File: config.mk
export PLATFORM = sky130hd
export DESIGN_NAME = rf_sb
export DESIGN_NICKNAME = d
export VERILOG_FILES = /design/src/rtl/rf_sb.sv
export SDC_FILE = /design/constraint.sdc
export NUM_CORES = 2
export LEC_CHECK = 0
export CELL_PAD_IN_SITES_DETAIL_PLACEMENT = 0
export CELL_PAD_IN_SITES_GLOBAL_PLACEMENT = 1
export CORE_MARGIN = 4
export CORE_UTILIZATION = 35
export CTS_CLUSTER_SIZE = 40
export DETAILED_ROUTE_END_ITERATION = 7
export PLACE_DENSITY = 0.67
export SLEW_MARGIN = 40
export SYNTH_ARGS = -nofsm -noshare
export SYNTH_HDL_FRONTEND = slang
export SYNTH_SLANG_ARGS = --single-unit
File: constraint.sdc
create_clock -name clk -period 69.7 [get_ports clk]
set_clock_uncertainty 0.2 [all_clocks]
set_input_delay 13.94 -clock clk [delete_from_list [all_inputs] [get_ports clk]]
set_output_delay 13.94 -clock clk [all_outputs]
set_load 0.005 [all_outputs]
File: src/rtl/rf_sb.sv
// rf_sb: parametrised register file with a per-register busy scoreboard.
// Index 0 is hardwired zero. Read ports are combinational. The issue
// handshake sets busy bits and writeback clears them. busy_cnt is a
// registered population count of the busy bits.
// Optional feature macro: RF_SB_BYPASS_EN. When defined, a read of the
// register being written back this cycle returns the write data directly.
module rf_sb #(
    parameter int XLEN  = 32,
    parameter int NREGS = 32,
    parameter int AW    = 5,
    parameter int NRP   = 2
) (
    input  logic                clk,
    input  logic                rst,
    input  logic                we,
    input  logic [AW-1:0]       wa,
    input  logic [XLEN-1:0]     wd,
    input  logic [NRP*AW-1:0]   ra,
    output logic [NRP*XLEN-1:0] rdata,
    output logic [NRP-1:0]      rbusy,
    input  logic                iss_valid,
    input  logic [AW-1:0]       iss_rd,
    output logic                iss_ready,
    output logic [AW:0]         busy_cnt
);

    // Handshake: an issue is accepted on a rising edge where iss_valid and
    // iss_ready are both high; iss_ready never depends on iss_valid.

    // True for an index that names a real, writable register (not x0).
    function automatic logic legal_idx(input logic [AW-1:0] a);
        return (a != '0) && (int'(a) < NREGS);
    endfunction

    logic [XLEN-1:0] r_regs [NREGS];
    logic [NREGS-1:0] r_busy;
    logic [AW:0]      r_busy_cnt;

    logic w_wr_ok;
    logic w_iss_busy;
    logic w_set;
    logic w_inc;
    logic w_dec;

    assign w_wr_ok    = we && legal_idx(wa);
    assign w_iss_busy = legal_idx(iss_rd) && r_busy[iss_rd];
    // A busy destination may still issue if its producer retires this cycle.
    assign iss_ready  = !w_iss_busy || (we && (wa == iss_rd));
    assign w_set      = iss_valid && iss_ready && legal_idx(iss_rd);
    // Track the exact popcount: count only bits that actually flip.
    assign w_inc      = w_set && !r_busy[iss_rd];
    assign w_dec      = w_wr_ok && r_busy[wa] && !(w_set && (iss_rd == wa));
    assign busy_cnt   = r_busy_cnt;

    // Register storage: writeback writes legal nonzero indices only.
    always_ff @(posedge clk or posedge rst) begin
        if (rst) begin
            for (int i = 0; i < NREGS; i++) begin
                r_regs[i] <= '0;
            end
        end else if (w_wr_ok) begin
            r_regs[wa] <= wd;
        end
    end

    // Busy bits: writeback clears, issue sets; set is applied last so it wins.
    always_ff @(posedge clk or posedge rst) begin
        if (rst) begin
            r_busy <= '0;
        end else begin
            if (w_wr_ok) begin
                r_busy[wa] <= 1'b0;
            end
            if (w_set) begin
                r_busy[iss_rd] <= 1'b1;
            end
        end
    end

    // Busy counter follows the net number of busy bits that change.
    always_ff @(posedge clk or posedge rst) begin
        if (rst) begin
            r_busy_cnt <= '0;
        end else if (w_inc && !w_dec) begin
            r_busy_cnt <= r_busy_cnt + 1'b1;
        end else if (w_dec && !w_inc) begin
            r_busy_cnt <= r_busy_cnt - 1'b1;
        end
    end

    // Combinational read ports; x0 and out-of-range indices read as zero.
    always_comb begin
        logic [AW-1:0] w_a;
        w_a   = '0;
        rdata = '0;
        rbusy = '0;
        for (int p = 0; p < NRP; p++) begin
            w_a = ra[p*AW +: AW];
            if (legal_idx(w_a)) begin
                rdata[p*XLEN +: XLEN] = r_regs[w_a];
                rbusy[p]              = r_busy[w_a];
`ifdef RF_SB_BYPASS_EN
                if (w_wr_ok && (wa == w_a)) begin
                    rdata[p*XLEN +: XLEN] = wd;
                    rbusy[p]              = w_set && (iss_rd == w_a);
                end
`endif
            end
        end
    end

endmodule
==> reports/results.txt <==
Status -> completed
WP data arrival -> 18.02 ns
Max Root-Sink Buffers -> 3
VDD IR max -> 0.0206 mV
Port Buf Inserts -> 128
Clock-pin slew on the worst setup and hold paths -> 0.06 ns
Starting Density -> 0.353
Largest net degree at the start of global routing -> 147
Max-Cap Viols -> 0
Final setup viols -> 0
Final Power -> 1880 uW
Top Family by Delay on Critical Path -> buffers and inverters
Layout Cells excl Fill -> 5,763
Setup TNS -> 0 ns
Via density -> 5.84
Cells traversed along the worst timing path -> buf_8 > buf_4 > buf_12 > buf_16 > mux4_2 > mux4_2 > nand2_1 > o21ai_1 > clkdlybuf4s50_1
Total gr overflow -> 0
Skew-Pair Late Insertion Delay -> 0.72 ns
Die ar. -> 171,000 um^2
Hold WC Path Type -> register to register
Pre-antenna DRT Iters -> 6
Die Ht -> 413 um
Clock sinks -> 1,062
I/O pin count -> 129
Seq cells post-synth -> 1,062
Antenna viol nets, final -> 0
Power Density -> 29.2 nW/um^2
Total CTS buffers -> 116
Synthesized area per cell -> 16.0 um^2
Post-Syn Instances -> 3,591
Drt drc -> 0
Hold Vio Cnt, Final -> 0
Vias -> 33,600
Ys async rst share -> 1.00
Wire length per cell -> 29.1 um
Mapped cell area -> 57,500 um^2
Area delta synth->final -> 12.3%
Clk root buf -> clkbuf_16
Share of post-route cells with drive strength above 1 -> 0.559
Syn Nets -> 3,653
CP Launch Type -> input port
Worst Max-Slew Pin Slew -> 0.909 ns
Top cell by count, worst path -> mux4_2
Fin crit share -> 0.461
Iteration-0 DRC Markers -> 2,587
FF-to-FF setup slack -> 65.83 ns
CP required -> 55.56 ns
Slew headroom -> 0.394
Register area -> 26,600 um^2
Setup Fix Bufs, Post-CTS -> 0
Period minus WS final -> 32.16 ns
Placed cells -> 5,547
Main synth FF type -> dfrtp_1
Ys Warns -> 0
Netlist cell types -> 54
Cell row count -> 148
Setup crit end kind -> output port
Sequential-to-total area share from yosys stat -> 0.462
RSZ-0062 raised after global routing -> false
CP Buf/Inv Count -> 5
Number of synthesized flops with an enable pin -> 0
Hpwl dp -> 91.2 mm
Final net count -> 3,553
CTS HTree Levels -> 3
Kind of critical path -> input port to output port
Post-CTS Hold Buffers -> 0
CORE AREA -> 163,000 um^2
# fillers -> 15,100
Post-cts resize count -> 0
CTS tree -> done
Initial antenna violation count -> 8
Area of the multi-input gates -> 28,700 um^2
Fin Hold WS -> 0.191 ns
Die W -> 413 um
Fmax -> 0.0311 GHz
Post-Route WL -> 167 mm
Leak -> 0.0268 uW
Maximum fanout along the worst path -> 62
First-pass GRT wire length -> 250 mm
Gp weighted congestion -> 0.743
Critical path's slowest cell -> buf_4
Slew Viols, Final -> 0
Vias in the first global route -> 35,600
Final Util -> 0.396
Gr usage total -> 0.198
Crit-path max cell delay -> 0.69 ns
## logic make-up after synthesis
group | synth area share
flip-flops | 0.462
adder cells (fa/ha/maj) | 0.00144
AND/OR/NAND/NOR | 0.0162
buffers and inverters | 0.0446
XOR/XNOR | 0.00152
multiplexers | 0.459
AO/OA/AOI/OAI | 0.0155
## path summary, 6_finish.rpt
check	end	depth (start not counted)	from
min reg2reg	r_regs[998]	0	r_regs[998]
min in group asynchronous	r_regs[734]	2	rst
max reg2reg	busy_cnt[5]	15	r_busy[15]
max in group asynchronous	r_regs[918]	4	rst
max	rdata[30]	9	ra[0]
min	r_regs[998]	0	r_regs[998]
## synthesized netlist by cell type (all sizes together) (2+ instances only)
cell       n  share of area
clkbuf   173          0.011
xor2       6        0.00091
nand2b     6        0.00065
nand3b     5        0.00065
o21ai     72         0.0063
nor3b     10         0.0013
mux2     994           0.19
mux2i     30         0.0052
a22o       7         0.0011
or2        4        0.00044
ha         5         0.0011
dfrtp   1062           0.46
nor3      12         0.0010
mux4     660           0.26
o221ai     5        0.00076
a32o      24         0.0042
nor4b      3        0.00046
nand2     97         0.0063
a21oi      3        0.00026
nand3      6        0.00052
o211ai     2        0.00059
or3        3        0.00033
xnor2      4        0.00061
or3b       3        0.00046
and3       3        0.00033
and3b      3        0.00046
buf      245          0.027
nor4       3        0.00033
o41ai      2        0.00030
a21o       4        0.00052
o22ai      3        0.00033
inv       91         0.0059
nor2      29         0.0025
## registers in the layout, summed over array words and instances, names as in the netlist
name      cells
busy_cnt      6
r_busy       32
r_regs     1024
## power by group
| group | total (uW) | switching (uW) | internal, uW |
|---|---|---|---|
| Clock | 663 | 269 | 395 |
| Combinational | 400 | 146 | 254 |
| Sequential | 821 | 86.1 | 735 |
## per-stage QoR
stage | instance area [um^2] | worst slack [ns]
after global routing | 64600 | 37.25
after detailed placement | 60400 | 37.01
final | 64600 | 37.54
after CTS | 64500 | 37.00
after global placement | 60000 | 36.35
after floorplan | 57500 | 25.67
## placed cells by master (no fill, tap or decap), drive strengths merged, types with 7 or more instances in the layout
cell,n
dfrtp,1062
mux2,994
mux4,660
clkbuf,167
buf,115
nand2,97
inv,94
clkdlybuf4s50,85
o21ai,72
mux2i,30
nor2,29
a32o,24
clkinv,20
bufinv,14
nor3,12
nor3b,10
clkinvlp,8
a22o,7
## routing by layer
| layer | GRT usage | wire, um | vias to the layer above |
|---|---|---|---|
| met1 | 0.283 | 74500 | 18800 |
| li1 | - | - | 13700 |
| met5 | 0 | 0 | - |
| met3 | 0.0302 | 8830 | 226 |
| met2 | 0.318 | 80400 | 926 |
| met4 | 0.0489 | 3730 | 0 |
## layout make-up
cell class,instances,area share
Antenna cell,3,0.000116
Clock buffer,167,0.0534
Clock inverter,45,0.0104
Inverter,91,0.00540
Multi-Input combinational cell,2020,0.445
Sequential cell,1062,0.411
Tap cell,2175,0.0421
Timing Repair Buffer,200,0.0322
Note: power is estimated with default switching activity, not from simulation.
